<file path="config.mk">
export PLATFORM = sky130hd
export DESIGN_NAME = uart_rx
export DESIGN_NICKNAME = d
export VERILOG_FILES = /design/src/rtl/uart_rx.sv
export SDC_FILE = /design/constraint.sdc
export NUM_CORES = 1
export LEC_CHECK = 0
export CAP_MARGIN = 5
export CORE_ASPECT_RATIO = 0.75
export CORE_MARGIN = 2
export CORE_UTILIZATION = 50
export DETAILED_ROUTE_END_ITERATION = 10
export GPL_ROUTABILITY_DRIVEN = 0
export PLACE_DENSITY_LB_ADDON = 0.3
export SYNTH_ARGS = -nofsm -noshare
export SYNTH_HDL_FRONTEND = slang
export SYNTH_SLANG_ARGS = --single-unit
</file>
<file path="constraint.sdc">
create_clock -name clk -period 2.15 [get_ports clk]
set_input_delay 0.215 -clock clk [delete_from_list [all_inputs] [get_ports clk]]
set_output_delay 0.215 -clock clk [all_outputs]
set_load 0.01 [all_outputs]
</file>
<file path="src/rtl/uart_rx.sv">
// uart_rx: 8N1 serial receiver. Oversamples rx on the system clock, realigns
// its baud counter to the middle of each start bit, samples every bit at its
// centre and presents each good byte on a valid/ready handshake.
module uart_rx #(
  parameter int unsigned CLOCK_HZ  = 50000000,
  parameter int unsigned BAUD_RATE = 115200
) (
  input  logic       clk,
  input  logic       resetn,
  input  logic       rx,
  output logic [7:0] rx_data,
  output logic       rx_valid,
  input  logic       rx_ready,
  output logic       busy,
  output logic       frame_err,
  output logic       overrun
);

  localparam int unsigned CPB      = CLOCK_HZ / BAUD_RATE;
  localparam logic [31:0] CPB_LAST = 32'(CPB - 1);
  localparam logic [31:0] CPB_HALF = 32'(CPB / 2);

  generate
    if (CPB < 2) begin : g_bad_cpb
      $error("uart_rx: CLOCK_HZ / BAUD_RATE must be at least 2");
    end
  endgenerate

  typedef enum logic [2:0] {
    S_IDLE,
    S_START,
    S_DATA,
    S_STOP,
    S_BREAK
  } state_t;

  state_t      r_state;
  state_t      w_state_nxt;

  logic        r_sync_p0;
  logic        r_sync_p1;
  logic        w_rx_s;

  logic [31:0] r_count;
  logic [2:0]  r_bit_idx;
  logic [7:0]  r_shift;
  logic [7:0]  r_data;
  logic        r_valid;
  logic        r_ferr;
  logic        r_ovr;

  logic        w_tick;
  logic        w_start;
  logic        w_clr_idx;
  logic        w_shift_en;
  logic        w_byte_done;
  logic        w_stop_bad;
  logic        w_accept;

  assign w_rx_s   = r_sync_p1;
  assign w_tick   = (r_count == CPB_LAST) && (r_state != S_IDLE);
  assign w_accept = r_valid && rx_ready;

  // Two-flop synchronizer on the asynchronous line; idles high out of reset.
  always_ff @(posedge clk or negedge resetn) begin
    if (!resetn) begin
      r_sync_p0 <= 1'b1;
      r_sync_p1 <= 1'b1;
    end else begin
      r_sync_p0 <= rx;
      r_sync_p1 <= r_sync_p0;
    end
  end

  // Receiver state register.
  always_ff @(posedge clk or negedge resetn) begin
    if (!resetn) begin
      r_state <= S_IDLE;
    end else begin
      r_state <= w_state_nxt;
    end
  end

  // Frame sequencing: next state and per-edge strobes for the datapath.
  always_comb begin
    w_state_nxt = r_state;
    w_start     = 1'b0;
    w_clr_idx   = 1'b0;
    w_shift_en  = 1'b0;
    w_byte_done = 1'b0;
    w_stop_bad  = 1'b0;
    case (r_state)
      S_IDLE: begin
        if (!w_rx_s) begin
          w_start     = 1'b1;
          w_state_nxt = S_START;
        end
      end
      S_START: begin
        if (w_tick) begin
          if (!w_rx_s) begin
            w_clr_idx   = 1'b1;
            w_state_nxt = S_DATA;
          end else begin
            // Glitch shorter than half a bit: drop it silently.
            w_state_nxt = S_IDLE;
          end
        end
      end
      S_DATA: begin
        if (w_tick) begin
          w_shift_en = 1'b1;
          if (r_bit_idx == 3'd7) begin
            w_state_nxt = S_STOP;
          end
        end
      end
      S_STOP: begin
        if (w_tick) begin
          if (w_rx_s) begin
            w_byte_done = 1'b1;
            w_state_nxt = S_IDLE;
          end else begin
            w_stop_bad  = 1'b1;
            w_state_nxt = S_BREAK;
          end
        end
      end
      S_BREAK: begin
        // A line held low must return high before a new start is accepted.
        if (w_rx_s) begin
          w_state_nxt = S_IDLE;
        end
      end
      default: begin
        w_state_nxt = S_IDLE;
      end
    endcase
  end

  // Baud counter: reloaded to half a bit on start detect so ticks land mid-bit.
  always_ff @(posedge clk or negedge resetn) begin
    if (!resetn) begin
      r_count <= 32'd0;
    end else if (w_start) begin
      r_count <= CPB_HALF;
    end else if (w_tick) begin
      r_count <= 32'd0;
    end else begin
      r_count <= r_count + 32'd1;
    end
  end

  // Data shifter, LSB first; bit index counts the eight data samples.
  always_ff @(posedge clk) begin
    if (w_clr_idx) begin
      r_bit_idx <= 3'd0;
    end else if (w_shift_en) begin
      r_shift   <= {w_rx_s, r_shift[7:1]};
      r_bit_idx <= r_bit_idx + 3'd1;
    end
  end

  // Output byte, handshake and one-cycle status pulses.
  always_ff @(posedge clk or negedge resetn) begin
    if (!resetn) begin
      r_data  <= 8'd0;
      r_valid <= 1'b0;
      r_ferr  <= 1'b0;
      r_ovr   <= 1'b0;
    end else begin
      r_ferr <= w_stop_bad;
      r_ovr  <= 1'b0;
      if (w_byte_done) begin
        r_data  <= r_shift;
        r_valid <= 1'b1;
        // Overwriting a byte the consumer never took is an overrun; a
        // simultaneous accept makes room for it.
        if (r_valid && !rx_ready) begin
          r_ovr <= 1'b1;
        end
      end else if (w_accept) begin
        r_valid <= 1'b0;
      end
    end
  end

  assign rx_data   = r_data;
  assign rx_valid  = r_valid;
  assign frame_err = r_ferr;
  assign overrun   = r_ovr;
  assign busy      = (r_state != S_IDLE);

endmodule

</file>
==> results of run 1 <==
## what timing repair did
item                       in CTS  in global routing
hold buffers                    1                  0
cloned                          0                  2
setup buffers                   1                  4
hold endpoints to repair       12                  0
pin swaps                       0                  3
gates resized for setup         2                  7
setup endpoints to repair      23                 50
## flip-flops by register name (all words and copies together) (netlist names), 3 cells and up
name	cells
r_state	3
r_shift	8
rx_data	8
r_count	32
r_bit_idx	3
## placed cells by master, fill, tap and decap left out, types with 6 or more instances in the layout
master            n
buf_4            21
clkbuf_8          9
clkdlybuf4s50_1  14
dfrtp_1          46
edfxtp_1          8
mux2_2            8
nand2_1          12
nand3_1          11
nand4_1          13
nor2_1           35
o21ai_0           6
xor2_1           22
## kinds of logic (layout without fill, tap and decap cells)
family | count (synthesis) | in the layout | synth area share, %
and+or+nand+nor | 106 | 107 | 21.7
DFF | 59 | 59 | 56.6
xor gates and xnor gates | 27 | 27 | 8.91
AOI/OAI and AO/OA | 20 | 20 | 5.04
buffers and inverters | 12 | 60 | 2.03
muxes | 9 | 9 | 3.77
adders and majority gates | 4 | 4 | 1.89
## through the flow
| stage | setup TNS, ns | hold WS, ns |
|---|---|---|
| floorplan | -0.0320 | -0.0806 |
| global placement | 0 | 0.121 |
| detailed placement | -0.675 | 0.122 |
| CTS | -0.203 | 0.265 |
| global route | -4.48 | 0.278 |
| finish | -0.837 | 0.281 |
## worst max-delay path, stage by stage (launching register included)
cell,delay (ns)
dfrtp_1,0.38
or4_4,0.53
or3_4,0.38
nor3_4,0.18
buf_4,0.15
buf_6,0.12
a21o_4,0.13
clkbuf_16,0.16
nor2_1,0.05
## worst max path at each step
stage,startpoint,endpoint,slack [ns],depth (start not counted)
final,r_count[27],r_count[13],-0.04,8
after global placement,r_count[27],r_shift[0],0.01,4
after detailed placement,r_count[27],r_shift[4],-0.08,4
after CTS,r_count[27],r_count[16],-0.02,7
after floorplan,r_count[27],rx_data[0],-0.004,5
after global routing,r_count[27],rx_data[0],-0.13,6
## power groups by stage
stage | sequential [mW] | combinational (mW) | clock, mW
2_1_floorplan | 1.15 | 0.00158 | 0
5_1_grt | 1.13 | 0.0332 | 1.15
6_report | 1.13 | 0.0281 | 1.10
3_5_place_dp | 1.16 | 0.0278 | 0
3_3_place_gp | 1.15 | 0.0269 | 0
4_1_cts | 1.13 | 0.0293 | 1.12
## layout make-up
class	instances	area, sq um	area share (%)
clock buffers	9	124	3.71
clock inverters	7	92.6	2.77
inverters	4	15.0	0.449
multi-input cells	167	1150	34.3
flip-flops and latches	59	1500	45.0
well taps	72	90.1	2.70
repair buffers	40	369	11.0
## per-layer routing
layer  up-vias  part of all wire [%]  global-route usage, %  wire, um
met2        57                    44                   30.0      2370
met4         0                  0.84                   9.09        45
met1       917                    49                   28.2      2600
met5         -                     0                      0         0
li1        939                     -                      -         -
met3         4                   6.0                   6.44       321
==> tab_implementation.tex, run 1 <==
\begin{tabular}{lr}
\hline
Metric & Value \\
\hline
\multicolumn{2}{l}{\textbf{Placed design}} \\
\quad Worst slack, placed & -0.0846 ns \\
\quad Placed wire-length estimate & 3470 um \\
\quad Area after detailed placement & 3000 sq um \\
\quad Count of input and output buffers & 15 \\
\quad Number of cells after detailed placement & 334 \\
\multicolumn{2}{l}{\textbf{Power and ir drop}} \\
\quad Internal power component & 1.79 mW \\
\quad Seq pwr share & 50.2\% \\
\quad Logic pwr share & 1.2\% \\
\quad Total design power & 2.26 mW \\
\quad Maximum resistive drop on vdd & 0.467 mV \\
\quad Switching Fraction & 21.0\% \\
\quad Power Dens Cells & 677 nW/um\^{}2 \\
\quad Lkg Pwr & 1.46 nW \\
\quad Clk pwr share & 48.6\% \\
\quad Net load switching power & 0.475 mW \\
\multicolumn{2}{l}{\textbf{Run status}} \\
\quad Violations in the final reports & negative setup slack \\
\quad Outcome & finished with violations \\
\multicolumn{2}{l}{\textbf{Layout}} \\
\quad Fraction of layout instances using a drive strength above 1 & 22.0\% \\
\quad Share of the core filled with cells in the final layout & 66.7\% \\
\quad Fill cell total of the finished layout & 395 \\
\quad Finished Layout Cells & 358 \\
\quad Signed area change from the synthesized netlist to the final layout & 25.9\% \\
\quad Summed area of non-filler cells in the final layout & 3340 sq um \\
\quad Final antenna diode count & 0 \\
\quad Number of nets in the layout & 289 \\
\multicolumn{2}{l}{\textbf{Logic synthesis}} \\
\quad Ys flop type & dfrtp\_1 \\
\quad Cell taking the most area after synthesis & dfrtp\_1 \\
\quad Syn Nets & 245 \\
\quad Commonest cells in the netlist & 46 x dfrtp\_1, 36 x nor2\_1, 22 x xor2\_1 \\
\quad Netlist Area Pre-Place & 2660 sq um \\
\quad Ys async rst share & 81.4\% \\
\quad Synthesized instance count & 237 \\
\quad Post-synth EDFFs & 8 \\
\quad Top post-synthesis cells by area & dfrtp\_1 43\%, edfxtp\_1 9.0\%, xor2\_1 7.3\% \\
\quad Register bit total from synthesis & 59 \\
\quad Warnings, synthesis & 0 \\
\quad Top cell type's share of synthesized area & 43.4\% \\
\quad Fraction of the yosys area taken by sequential cells & 56.6\% \\
\quad Mean instance size in the synthesized netlist & 11.2 sq um \\
\quad Synth cell types & 41 \\
\quad Dominant cell by count in the synthesized netlist & dfrtp\_1 \\
\multicolumn{2}{l}{\textbf{Floorplan}} \\
\quad Placeable Area & 5010 sq um \\
\quad Total Die Area & 5910 sq um \\
\quad Chip Width & 88.1 um \\
\quad Placement row count & 22 \\
\quad Initial core utilization & 53.0\% \\
\quad Top-level I/O count & 16 \\
\quad Y dimension of the die & 67.1 um \\
\multicolumn{2}{l}{\textbf{Timing}} \\
\quad Final number of setup-violating endpoints & 35 \\
\quad Number of hold violations in the final report & 0 \\
\quad Number of pins exceeding their max-slew limit in the final report & 0 \\
\quad Worst Slack Setup Final & -0.0425 ns \\
\quad Crit share post-route & 102\% \\
\quad Relative max-transition margin & 63.8\% \\
\quad Highest clock rate & 456 MHz \\
\quad Clock Skews & 0.0126 ns \\
\quad Minimum clock period & 2.19 ns \\
\quad Slew at the pin with the worst max-slew slack & 0.539 ns \\
\quad Setup repair after global routing missed its margin & yes \\
\multicolumn{2}{l}{\textbf{Detailed routing}} \\
\quad Final wirelength & 5340 um \\
\quad Detailed Route Iter0 Violations & 124 \\
\quad DRC errors left & 0 \\
\quad Number of iterations in the first detailed-routing pass & 4 \\
\quad Vias after detailed routing & 1,917 \\
\quad Avg Vias per Cell & 5.35 \\
\quad Routed len/inst & 14.9 um \\
\quad Number of routed nets with antenna violations & 0 \\
\multicolumn{2}{l}{\textbf{Job}} \\
\quad Reported max-cap violation count & 0 \\
\multicolumn{2}{l}{\textbf{Clock network}} \\
\quad Clock tree from TritonCTS & built \\
\quad Clock-pin transition on the worst setup and hold timing paths & 0.07 ns \\
\quad Master cell of the clock root buffer & clkbuf\_8 \\
\quad Skew-Pair Late Insertion Delay & 0.35 ns \\
\quad TritonCTS Buffers & 9 \\
\quad Deepest level of the CTS H-tree & 3 \\
\quad CTS Buffer Depth & 2 \\
\quad Clock tree sinks & 59 \\
\multicolumn{2}{l}{\textbf{Critical path}} \\
\quad Endpoint required time on the critical path & 2.38 ns \\
\quad Kind of launch point of the worst setup path & flop \\
\quad Category of the most critical setup path & reg2reg \\
\quad Register-to-register path setup slack & -0.04 ns \\
\quad Critical path peak fanout & 11 \\
\quad Reg2Reg Launch Point & r\_count[27] \\
\quad Endpoint of the worst register-to-register path & r\_count[13] \\
\quad Element type at the critical path end & flop \\
\quad Arrival @ worst endpoint & 2.42 ns \\
\quad Worst R2R Path Depth & 8 \\
\multicolumn{2}{l}{\textbf{Global route}} \\
\quad Combined global-route utilization of all metal layers & 20.5\% \\
\quad Largest net degree at the start of global routing & 24 \\
\quad Total congestion overflow & 0 \\
\quad First-pass GRT wire length & 8790 um \\
\quad Number of antenna violations at the first check in global routing & 0 \\
\quad Number of global-route vias before repair & 1,785 \\
\multicolumn{2}{l}{\textbf{Min path}} \\
\quad Worst min-delay path class & in2async \\
\hline
\end{tabular}
No activity file was read; power rests on OpenSTA's default activity.
==> run 2: changes to the inputs <==
Settings changed: ABC_AREA set to 1, CORE_MARGIN 2 to 3.
==> tab_implementation.tex, run 2 <==
\begin{tabular}{lr}
\hline
Metric & Value \\
\hline
\multicolumn{2}{l}{\textbf{Critical path}} \\
\quad Kind of launch point of the worst setup path & flop (unchanged) \\
\quad Category of the most critical setup path & reg2reg (unchanged) \\
\quad Crit-path leading delay family & simple AND/OR/NAND/NOR gates (unchanged) \\
\quad Ordered list of cells on the worst path & inv\_2 > nor2\_2 > nand2\_1 > nor2\_1 > nand2\_1 > nor2\_2 > nand3\_2 > inv\_1 (was or4\_4 > or3\_4 > nor3\_4 > buf\_4 > buf\_6 > a21o\_4 > clkbuf\_16 > nor2\_1) \\
\quad Endpoint required time on the critical path & 2.17 ns (was 2.38 ns) \\
\quad Critical path peak fanout & 8 (was 11) \\
\quad Arrival @ worst endpoint & 1.85 ns (was 2.42 ns) \\
\quad Element type at the critical path end & flop (unchanged) \\
\quad CP max-delay cell & dfrtp\_1 (was or4\_4) \\
\quad Buffer and inverter count on the worst path & 2 (was 3) \\
\quad Delay of the slowest cell on the worst path & 0.43 ns (was 0.53 ns) \\
\multicolumn{2}{l}{\textbf{Clock network}} \\
\quad Skew-Pair Late Insertion Delay & 0.34 ns (was 0.35 ns) \\
\quad TritonCTS Buffers & 9 (unchanged) \\
\quad Post-cts repair resize count & 0 (was 2) \\
\quad Clock tree from TritonCTS & built (unchanged) \\
\quad Clock-pin transition on the worst setup and hold timing paths & 0.07 ns (about the same) \\
\quad Deepest level of the CTS H-tree & 3 (unchanged) \\
\quad CTS Buffer Depth & 2 (unchanged) \\
\quad Master cell of the clock root buffer & clkbuf\_8 (unchanged) \\
\quad Clock tree sinks & 59 (unchanged) \\
\multicolumn{2}{l}{\textbf{Layout}} \\
\quad Fraction of layout instances using a drive strength above 1 & 11.2\% (was 22.0\%) \\
\quad Signed area change from the synthesized netlist to the final layout & 13.3\% (was 25.9\%) \\
\quad Final antenna diode count & 0 (unchanged) \\
\quad Register with the most flip-flops & r\_count (unchanged) \\
\quad Number of nets in the layout & 448 (was 289) \\
\quad Most frequent cells in the layout & 113 x nand2\_1, 84 x nor2\_1, 46 x dfrtp\_1 (was 46 x dfrtp\_1, 35 x nor2\_1, 22 x xor2\_1) \\
\quad Leading cell type in the layout, fill and taps excluded & nand2\_1 (was dfrtp\_1) \\
\quad Max FFs per register & 32 (unchanged) \\
\quad Multi-input gate area & 1460 sq um (was 1150 sq um) \\
\quad Area used by sequential logic in the layout & 1500 sq um (unchanged) \\
\quad Fill cell total of the finished layout & 519 (was 395) \\
\quad Summed area of non-filler cells in the final layout & 3590 sq um (was 3340 sq um) \\
\multicolumn{2}{l}{\textbf{Timing}} \\
\quad Setup repair after global routing missed its margin & no (was yes) \\
\quad Number of hold violations in the final report & 0 (unchanged) \\
\quad Clock Skews & 0.00616 ns (was 0.0126 ns) \\
\quad Slew at the pin with the worst max-slew slack & 0.607 ns (was 0.539 ns) \\
\quad Number of pins exceeding their max-slew limit in the final report & 0 (unchanged) \\
\quad Crit share post-route & 85.1\% (was 102\%) \\
\quad Minimum clock period & 1.83 ns (was 2.19 ns) \\
\quad Final setup TNS & 0 ns (was -0.837 ns) \\
\quad Relative max-transition margin & 59.5\% (was 63.8\%) \\
\quad Highest clock rate & 547 MHz (was 456 MHz) \\
\quad Final Hold Slack & 0.281 ns (about the same) \\
\quad Final number of setup-violating endpoints & 0 (was 35) \\
\multicolumn{2}{l}{\textbf{Logic synthesis}} \\
\quad Ys async rst share & 81.4\% (unchanged) \\
\quad Warnings, synthesis & 0 (unchanged) \\
\quad Mean instance size in the synthesized netlist & 7.67 sq um (was 11.2 sq um) \\
\quad Top cell type's share of synthesized area & 36.3\% (was 43.4\%) \\
\quad Synth cell types & 27 (was 41) \\
\quad Commonest cells in the netlist & 113 x nand2\_1, 84 x nor2\_1, 46 x dfrtp\_1 (was 46 x dfrtp\_1, 36 x nor2\_1, 22 x xor2\_1) \\
\quad Netlist Area Pre-Place & 3170 sq um (was 2660 sq um) \\
\quad Syn Nets & 421 (was 245) \\
\quad Fraction of the yosys area taken by sequential cells & 47.5\% (was 56.6\%) \\
\quad Post-synth EDFFs & 8 (unchanged) \\
\quad Synthesized instance count & 413 (was 237) \\
\quad Dominant cell by count in the synthesized netlist & nand2\_1 (was dfrtp\_1) \\
\quad Top post-synthesis cells by area & dfrtp\_1 36\%, nand2\_1 13\%, nor2\_1 10\% (was dfrtp\_1 43\%, edfxtp\_1 9.0\%, xor2\_1 7.3\%) \\
\quad Register bit total from synthesis & 59 (unchanged) \\
\quad Cell taking the most area after synthesis & dfrtp\_1 (unchanged) \\
\quad Ys flop type & dfrtp\_1 (unchanged) \\
\multicolumn{2}{l}{\textbf{Global route}} \\
\quad First-pass GRT wire length & 11,600 um (was 8790 um) \\
\quad Total congestion overflow & 0 (unchanged) \\
\quad Combined global-route utilization of all metal layers & 20.4\% (was 20.5\%) \\
\quad Number of antenna violations at the first check in global routing & 0 (unchanged) \\
\quad Largest net degree at the start of global routing & 49 (was 24) \\
\quad Number of global-route vias before repair & 2,452 (was 1,785) \\
\multicolumn{2}{l}{\textbf{Detailed routing}} \\
\quad Avg Vias per Cell & 5.14 (was 5.35) \\
\quad Detailed Route Iter0 Violations & 186 (was 124) \\
\quad Number of routed nets with antenna violations & 0 (unchanged) \\
\quad Vias after detailed routing & 2,686 (was 1,917) \\
\quad Routed len/inst & 13.4 um (was 14.9 um) \\
\quad DRC errors left & 0 (unchanged) \\
\quad Final wirelength & 7000 um (was 5340 um) \\
\quad Number of iterations in the first detailed-routing pass & 5 (was 4) \\
\multicolumn{2}{l}{\textbf{Floorplan}} \\
\quad Initial core utilization & 53.0\% (about the same) \\
\quad Top-level I/O count & 16 (unchanged) \\
\quad Placeable Area & 5980 sq um (was 5010 sq um) \\
\quad Placement row count & 24 (was 22) \\
\quad Chip Width & 97.9 um (was 88.1 um) \\
\quad Total Die Area & 7330 sq um (was 5910 sq um) \\
\quad Y dimension of the die & 74.9 um (was 67.1 um) \\
\multicolumn{2}{l}{\textbf{Power and ir drop}} \\
\quad Lkg Pwr & 1.65 nW (was 1.46 nW) \\
\quad Maximum resistive drop on vdd & 0.368 mV (was 0.467 mV) \\
\quad Power Dens Cells & 563 nW/um\^{}2 (was 677 nW/um\^{}2) \\
\multicolumn{2}{l}{\textbf{Run status}} \\
\quad Outcome & finished, final reports clean (was finished with violations) \\
\multicolumn{2}{l}{\textbf{Job}} \\
\quad Reported max-cap violation count & 0 (unchanged) \\
\multicolumn{2}{l}{\textbf{Min path}} \\
\quad Worst min-delay path class & in2reg (was in2async) \\
\multicolumn{2}{l}{\textbf{Placed design}} \\
\quad Count of input and output buffers & 15 (unchanged) \\
\quad Placed wire-length estimate & 5260 um (was 3470 um) \\
\quad Area after detailed placement & 3410 sq um (was 3000 sq um) \\
\hline
\end{tabular}
[run 2: stage by stage]
| stage | setup WS (ns) | utilization (%) | power, mW | cells |
|---|---|---|---|---|
| 6_report | 0.320 | 60.1 | 2.02 | 523 |
| 5_1_grt | 0.208 | 60.1 | 2.10 | 523 |
| 4_1_cts | 0.316 | 60.1 | 2.04 | 523 |
| 3_5_place_dp | 0.376 | 57.1 | 1.18 | 506 |
| 3_3_place_gp | 0.439 | 57.1 | 1.18 | 506 |
| 2_1_floorplan | 0.560 | - | 1.16 | 413 |
[run 2: kinds of logic (layout without fill, tap and decap cells)]
family / after synthesis / count (layout) / synth area share [%]
buf+inv: 52 / 84 / 6.48
flops: 59 / 59 / 47.5
compound gates: 10 / 10 / 1.70
fa+ha+maj: 4 / 4 / 1.58
simple gates: 274 / 274 / 38.9
xor+xnor: 14 / 14 / 3.87
[run 2: worst paths after layout]
kind                       cells after the start  startpoint  slack [ns]          end
setup / recovery                               8  r_count[8]        0.32   r_shift[5]
setup reg to reg                               8  r_count[8]        0.32   r_shift[5]
hold reg to reg                                0   r_sync_p0        0.36    r_sync_p1
max in group asynchronous                      3      resetn        1.24  r_count[27]
hold / removal                                 1          rx        0.28    r_sync_p0
min in group asynchronous                      3      resetn        0.51   r_count[4]
[run 2: layout make-up]
cell class / instances / share of cell area [%]
sequential: 59 / 41.9
clock inverter: 7 / 1.22
tap: 78 / 2.72
multi-input combinational: 302 / 40.6
timing repair buffer: 19 / 4.95
clock buffer: 9 / 3.45
inverter: 49 / 5.13
[run 2: power by group]
part / leakage, nW / internal [mW] / switching (mW)
Clock: 0.0767 / 0.410 / 0.448
Combinational: 0.837 / 0.00771 / 0.0214
Sequential: 0.740 / 1.13 / 0.00182
[run 2: layer usage]
layer,share of wire [%],global-route usage [%],routed length [um],vias up
met5,0,0,0,-
met4,1.1,7.07,74,0
met3,7.4,6.67,519,8
met2,42,29.8,2940,88
met1,50,28.9,3470,1245
li1,-,-,-,1345
[run 2: what timing repair did]
item,in CTS,in global routing
hold buffers,1,0
endpoints found under the hold margin,10,0
endpoints found under the setup margin,0,0
buffers inserted,0,0
